===== src/rtl/imem_pkg.sv =====
// Shared types and constants for the instruction-memory arbiter.
// Latency: n/a (declarations only).
// Backpressure: n/a.
package imem_pkg;

    localparam int          IMEM_DEPTH = 1024;
    localparam int          IMEM_AW    = 10;
    localparam logic [31:0] NOP_INSTR  = 32'h0000_0013;

    typedef enum logic [1:0] {
        ST_CLEAR = 2'd0,
        ST_LOAD  = 2'd1,
        ST_RUN   = 2'd2
    } imem_state_t;

endpackage


===== src/rtl/imem_rr_arb.sv =====
// Two-requester round-robin grant between fetch and loader.
// Latency: combinational grant; priority pointer updates on the clock edge after a conflict.
// Backpressure: the loser of a conflict simply sees no grant and is expected to hold.
module imem_rr_arb (
    input  logic SYS_clk,
    input  logic SYS_reset,
    input  logic arb_en,
    input  logic fetch_req,
    input  logic ld_req,
    output logic fetch_win,
    output logic ld_win
);

    logic fetch_prio_q;
    logic conflict;

    assign conflict = arb_en & fetch_req & ld_req;

    always_comb begin
        fetch_win = 1'b0;
        ld_win    = 1'b0;
        if (conflict) begin
            fetch_win = fetch_prio_q;
            ld_win    = ~fetch_prio_q;
        end else if (arb_en) begin
            fetch_win = fetch_req;
            ld_win    = ld_req;
        end
    end

    // Only conflicts move the pointer; uncontested grants leave fairness untouched.
    always_ff @(posedge SYS_clk or negedge SYS_reset) begin
        if (!SYS_reset) begin
            fetch_prio_q <= 1'b1;
        end else if (conflict) begin
            fetch_prio_q <= ~fetch_prio_q;
        end
    end

endmodule


===== src/rtl/imem_arbiter.sv =====
// Instruction memory port owner: optional zero-fill (IMEM_ARBITER_CLEAR_EN), boot load, then loader/fetch sharing.
// Latency: grants are same-cycle; fetch_valid/fetch_instr follow fetch_gnt by one cycle.
// Backpressure: loser holds its request, seeing ld_ready=0 or cpu_stall=1.
module imem_arbiter
    import imem_pkg::*;
#(
    parameter int DEPTH = IMEM_DEPTH,
    parameter int AW    = IMEM_AW
) (
    input  logic          SYS_clk,
    input  logic          SYS_reset,
    input  logic          ld_valid,
    output logic          ld_ready,
    input  logic [AW-1:0] ld_addr,
    input  logic [31:0]   ld_data,
    input  logic          ld_last,
    input  logic          fetch_req,
    input  logic [31:0]   fetch_pc,
    output logic          fetch_gnt,
    output logic          fetch_valid,
    output logic [31:0]   fetch_instr,
    output logic          cpu_stall,
    output logic          boot_done,
    output logic          mem_en,
    output logic          mem_we,
    output logic [AW-1:0] mem_addr,
    output logic [31:0]   mem_wdata,
    input  logic [31:0]   mem_rdata
);

    localparam logic [31:0] DEPTH_PC = 32'(DEPTH);
    localparam logic [AW:0] DEPTH_LD = (AW+1)'(DEPTH);

    imem_state_t   state_q;
    imem_state_t   state_nxt;

    logic          ld_in_range;
    logic          pc_in_range;
    logic          arb_en;
    logic          arb_fetch_win;
    logic          arb_ld_win;

    logic          ld_ready_c;
    logic          fetch_gnt_c;
    logic          mem_en_c;
    logic          mem_we_c;
    logic [AW-1:0] mem_addr_c;
    logic [31:0]   mem_wdata_c;

    logic          fetch_valid_q;
    logic          fetch_oor_q;
    logic [31:0]   instr_q;

    assign ld_in_range = ({1'b0, ld_addr} < DEPTH_LD);
    assign pc_in_range = (fetch_pc < DEPTH_PC);
    assign arb_en      = (state_q == ST_RUN);

`ifdef IMEM_ARBITER_CLEAR_EN
    localparam imem_state_t RESET_STATE = ST_CLEAR;

    logic [AW-1:0] clr_cnt_q;
    logic          clr_last;

    assign clr_last = (clr_cnt_q == AW'(DEPTH - 1));

    always_ff @(posedge SYS_clk or negedge SYS_reset) begin
        if (!SYS_reset) begin
            clr_cnt_q <= '0;
        end else if (state_q == ST_CLEAR) begin
            clr_cnt_q <= clr_last ? '0 : clr_cnt_q + AW'(1);
        end
    end
`else
    localparam imem_state_t RESET_STATE = ST_LOAD;
`endif

    imem_rr_arb u_rr_arb (
        .SYS_clk   (SYS_clk),
        .SYS_reset (SYS_reset),
        .arb_en    (arb_en),
        .fetch_req (fetch_req),
        .ld_req    (ld_valid),
        .fetch_win (arb_fetch_win),
        .ld_win    (arb_ld_win)
    );

    always_ff @(posedge SYS_clk or negedge SYS_reset) begin
        if (!SYS_reset) begin
            state_q <= RESET_STATE;
        end else begin
            state_q <= state_nxt;
        end
    end

    always_comb begin
        state_nxt   = state_q;
        ld_ready_c  = 1'b0;
        fetch_gnt_c = 1'b0;
        mem_en_c    = 1'b0;
        mem_we_c    = 1'b0;
        mem_addr_c  = '0;
        mem_wdata_c = '0;
        case (state_q)
`ifdef IMEM_ARBITER_CLEAR_EN
            ST_CLEAR: begin
                mem_en_c   = 1'b1;
                mem_we_c   = 1'b1;
                mem_addr_c = clr_cnt_q;
                if (clr_last) begin
                    state_nxt = ST_LOAD;
                end
            end
`endif
            ST_LOAD: begin
                ld_ready_c = 1'b1;
                if (ld_valid) begin
                    // Out-of-range words are acknowledged but never reach the array.
                    mem_en_c    = ld_in_range;
                    mem_we_c    = ld_in_range;
                    mem_addr_c  = ld_addr;
                    mem_wdata_c = ld_data;
                    if (ld_last) begin
                        state_nxt = ST_RUN;
                    end
                end
            end
            ST_RUN: begin
                if (arb_ld_win) begin
                    ld_ready_c  = 1'b1;
                    mem_en_c    = ld_in_range;
                    mem_we_c    = ld_in_range;
                    mem_addr_c  = ld_addr;
                    mem_wdata_c = ld_data;
                end else if (arb_fetch_win) begin
                    fetch_gnt_c = 1'b1;
                    mem_en_c    = pc_in_range;
                    mem_addr_c  = fetch_pc[AW-1:0];
                end
            end
            default: begin
                state_nxt = RESET_STATE;
            end
        endcase
    end

    // Port controls are decoded from state, so reset must mask them to read as idle immediately.
    assign ld_ready  = SYS_reset & ld_ready_c;
    assign fetch_gnt = SYS_reset & fetch_gnt_c;
    assign mem_en    = SYS_reset & mem_en_c;
    assign mem_we    = SYS_reset & mem_we_c;
    assign mem_addr  = SYS_reset ? mem_addr_c  : '0;
    assign mem_wdata = SYS_reset ? mem_wdata_c : '0;
    assign cpu_stall = fetch_req & ~fetch_gnt;
    assign boot_done = (state_q == ST_RUN);

    always_ff @(posedge SYS_clk or negedge SYS_reset) begin
        if (!SYS_reset) begin
            fetch_valid_q <= 1'b0;
            fetch_oor_q   <= 1'b0;
            instr_q       <= '0;
        end else begin
            fetch_valid_q <= fetch_gnt;
            if (fetch_gnt) begin
                fetch_oor_q <= ~pc_in_range;
            end
            if (fetch_valid_q) begin
                instr_q <= fetch_instr;
            end
        end
    end

    // Read data is live only in the response cycle; instr_q keeps it visible afterwards.
    assign fetch_valid = fetch_valid_q;
    assign fetch_instr = fetch_valid_q ? (fetch_oor_q ? NOP_INSTR : mem_rdata) : instr_q;

endmodule


===== config.mk =====
export PLATFORM = sky130hd
export DESIGN_NAME = imem_arbiter
export DESIGN_NICKNAME = d
export VERILOG_FILES = /design/src/rtl/imem_pkg.sv /design/src/rtl/imem_rr_arb.sv /design/src/rtl/imem_arbiter.sv
export SDC_FILE = /design/constraint.sdc
export NUM_CORES = 1
export LEC_CHECK = 0
export ABC_CLOCK_PERIOD_IN_PS = 4700
export BUFFER_PORTS_ARGS = -buffer_cell sky130_fd_sc_hd__buf_4
export CAP_MARGIN = 20
export CORE_ASPECT_RATIO = 1.4
export CORE_MARGIN = 2
export CORE_UTILIZATION = 35
export CTS_BUF_LIST = sky130_fd_sc_hd__clkbuf_8
export DETAILED_ROUTE_END_ITERATION = 7
export PLACE_DENSITY = 0.73
export SLEW_MARGIN = 0
export SYNTH_ARGS = -nofsm -noshare
export SYNTH_HDL_FRONTEND = slang
export SYNTH_SLANG_ARGS = --single-unit

===== constraint.sdc =====
create_clock -name SYS_clk -period 4.7 [get_ports SYS_clk]
set_input_delay 0.235 -clock SYS_clk [delete_from_list [all_inputs] [get_ports SYS_clk]]
set_output_delay 0.235 -clock SYS_clk [all_outputs]
set_load 0.01 [all_outputs]

==> metrics.md <==
| Metric | Value |
|---|---|
| Synth Area in Compound Gates | 0.234 |
| Clk buf depth | 2 |
| Rel. slew slack | 0.294 |
| Netlist cell types | 31 |
| TritonCTS clock tree | yes |
| Synth Area in Adders | 0.0120 |
| Post-CTS setup buffers | 0 |
| Data arrival time of the worst path | 2.75 ns |
| Post-Syn Area per Cell | 8.40 µm² |
| Initial antenna violation count | 0 |
| Clk_skew | 0.00502 ns |
| Iteration-0 DRC Markers | 131 |
| First-pass GRT wire length | 10800 µm |
| Crit-path cells | dlygate4sd3_1, buf_4, nor2b_1, o211a_1, and2_1, buf_4 |
| Final period utilization | 0.635 |
| Port buffer count | 191 |
| Fin nets | 546 |
| Sequential element share of the synthesized area | 0.444 |
| Routed len/inst | 13.7 µm |
| Clock buffer count from CTS | 5 |
| Placeable core area | 5820 µm² |
| Hold crit path type | in -> reg |
| R2R Path End | instr_q[20] |
| Post-synthesis simple-gate area fraction | 0.204 |
| Largest net degree at the start of global routing | 69 |
| Post-cts hold buffer count | 1 |
| Resized Gates After CTS | 0 |
| Fmax | 335 MHz |
| CTS HTree Levels | 2 |
| Flop2flop setup slack | 2.60 ns |
| Initial core utilization | 0.359 |
| Io pins | 192 |
| CP max-delay cell | o211a_1 |
| Avg Vias per Cell | 4.77 |
| Most frequent cells in the layout | buf_4, o21ai_0, dfrtp_1, and2_1, inv_1 |
| Routed vias | 2406 |
| Xor and xnor area share after synthesis | 0.00419 |
| RSZ-0062 raised after global routing | false |
| GR Overflow Total | 0 |
| DRT Wirelength | 6880 µm |
| Mux contribution to synthesized area | 0 |
| Largest family of logic cells by synthesized area | compound AO/OA/AOI/OAI gates |
| R2R Path Start | fetch_valid |
| Worst Setup End Kind | output pin |
| CP Depth | 6 |
| Diodes inserted | 0 |
| Cells after Synth | 249 |
| Critical path's top delay family | buffers and inverters |
| Vias in the first global route | 2194 |
| Die Footprint | 6620 µm² |
| Fin util | 0.628 |
| Max VDD drop | 204 µV |
| Worst-Skew Late Latency | 0.28 ns |
| Tightest Pin Transition | 1.05 ns |
| Syn_nets | 362 |
| Worst-path maximum fanout | 44 |
| Setup_tns | 0 ns |
| Site Rows | 33 |
| Detailed Place HPWL | 5630 µm |
| FF+latch count, synth | 37 |
| Yosys warns | 0 |
| # Max-Cap Violations | 0 |
| Fin crit period | 2.99 ns |
| CP endpoint | mem_wdata[7] |
| Clk pin slew, worst setup/hold paths | 0.07 ns |
| Placed Cells | 495 |
| Gpl congestion | 0.815 |
| Final setup viols | 0 |
| CP startpoint | SYS_reset |
| Static leakage | 1.93 nW |
| Final Instance Area | 3660 µm² |
| Die Y | 95.5 µm |
| Fin. Hold Viols | 0 |
| Syn-to-layout area delta | 74.8% |
| Proportion of layout cells with a drive suffix above 1 | 0.470 |
| Critical path buffer and inverter count | 3 |
| Crit-path max cell delay | 0.85 ns |
| Die X | 69.3 µm |
| Critical path's most frequent cell | buf_4 |
| Post-synthesis cell area | 2090 µm² |
| Final Non-Filler Cells | 504 |
| Total track usage | 0.204 |
| DR DRC count | 0 |
| CP required | 4.47 ns |
| Final ANT Viol Nets | 0 |
| Setup CP Type | in -> out |
| Clock Sink Count | 37 |
| Commonest non-fill, non-tap cell in the layout | buf_4 |
| Clk root buf | clkbuf_8 |
| Outcome | completed |
| Reg2Reg Depth | 4 |
| Slew Limit Fails | 0 |
| Placed inst area | 3530 µm² |
| Power per cell area | 455 nW/µm² |
| Pre-antenna DRT Iters | 4 |
| Startpoint Class | input port |
==> worst register-to-register path, delay by kind of cell (launching register included) <==
family,cells,cell delay (ns)
compound gates,1,0.13
buf+inv,1,0.43
flops,1,0.32
simple gates,2,1.15
==> area by class of cell <==
| cell class | instances | area, µm² |
|---|---|---|
| inverters | 31 | 116 |
| multi-input cells | 165 | 953 |
| clock inverters | 2 | 37.5 |
| fillers | 545 | 2160 |
| well taps | 70 | 87.6 |
| clock buffers | 6 | 82.6 |
| flip-flops and latches | 37 | 928 |
| repair buffers | 193 | 1450 |
==> power by group <==
group	leakage, nW	switching (W)	internal (W)
Combinational	1.47	0.000407	0.000444
Clock	0.0574	0.000111	0.000172
Sequential	0.410	0.0000504	0.000477
Total	1.93	0.000569	0.00109
==> registers in the layout, indices dropped and copies added, names as in the netlist <==
| register | flops |
|---|---|
| instr_q | 32 |
| state_q | 2 |
| fetch_oor_q | 1 |
| fetch_valid | 1 |
| u_rr_arb.fetch_prio_q | 1 |
==> worst min-delay path by stage <==
stage | startpoint | end | slack [ns] | cells past startpoint
2_1_floorplan | SYS_reset | fetch_oor_q | -0.06 | 0
5_1_grt | mem_rdata[0] | instr_q[0] | 0.17 | 2
3_3_place_gp | SYS_reset | instr_q[23] | 0.23 | 1
3_5_place_dp | SYS_reset | instr_q[23] | 0.23 | 1
4_1_cts | mem_rdata[23] | instr_q[23] | 0.16 | 3
6_report | mem_rdata[25] | instr_q[25] | 0.17 | 3
==> layer usage <==
| metal | GRT usage | up-vias | wire length, µm |
|---|---|---|---|
| met5 | 0 | - | 0 |
| met4 | 0.0441 | 0 | 46 |
| met3 | 0.0539 | 4 | 638 |
| met2 | 0.358 | 137 | 3360 |
| met1 | 0.254 | 1067 | 2840 |
| li1 | - | 1198 | - |
==> synthesized netlist by cell type (all sizes together) <==
cell type,instances,area [µm²]
a31oi,2,12.5
a21boi,1,7.51
a31o,1,8.76
nor2,1,3.75
nand2b,2,12.5
or4,1,7.51
a21oi,1,5.00
dfrtp,35,876
xnor2,1,8.76
ha,2,25.0
nor3,1,5.00
and4,1,8.76
nand3b,1,7.51
a22o,9,78.8
and3,2,12.5
clkbuf,8,32.5
nand2,30,113
dfstp,2,52.6
buf,8,63.8
o22ai,1,6.26
o211a,1,10.0
nor2b,4,25.0
inv,31,116
o22a,7,61.3
o21ai,58,290
a32o,1,10.0
nor4,4,25.0
and2,33,206
==> stage by stage <==
stage	total power (W)	hold slack, ns	setup WS [ns]
after floorplan	0.000945	-0.0606	2.76
after global placement	0.00137	0.232	2.18
after detailed placement	0.00140	0.231	2.16
after CTS	0.00168	0.164	1.68
after global routing	0.00180	0.174	1.47
final	0.00166	0.171	1.71
==> cells by family (layout without fill, tap and decap cells) <==
| family | after synthesis | in the layout |
|---|---|---|
| xor gates and xnor gates | 1 | 1 |
| DFF | 37 | 37 |
| adders and majority gates | 2 | 2 |
| buffers and inverters | 47 | 232 |
| and+or+nand+nor | 80 | 80 |
| AOI/OAI and AO/OA | 82 | 82 |
No activity file was read; power rests on OpenSTA's default activity.
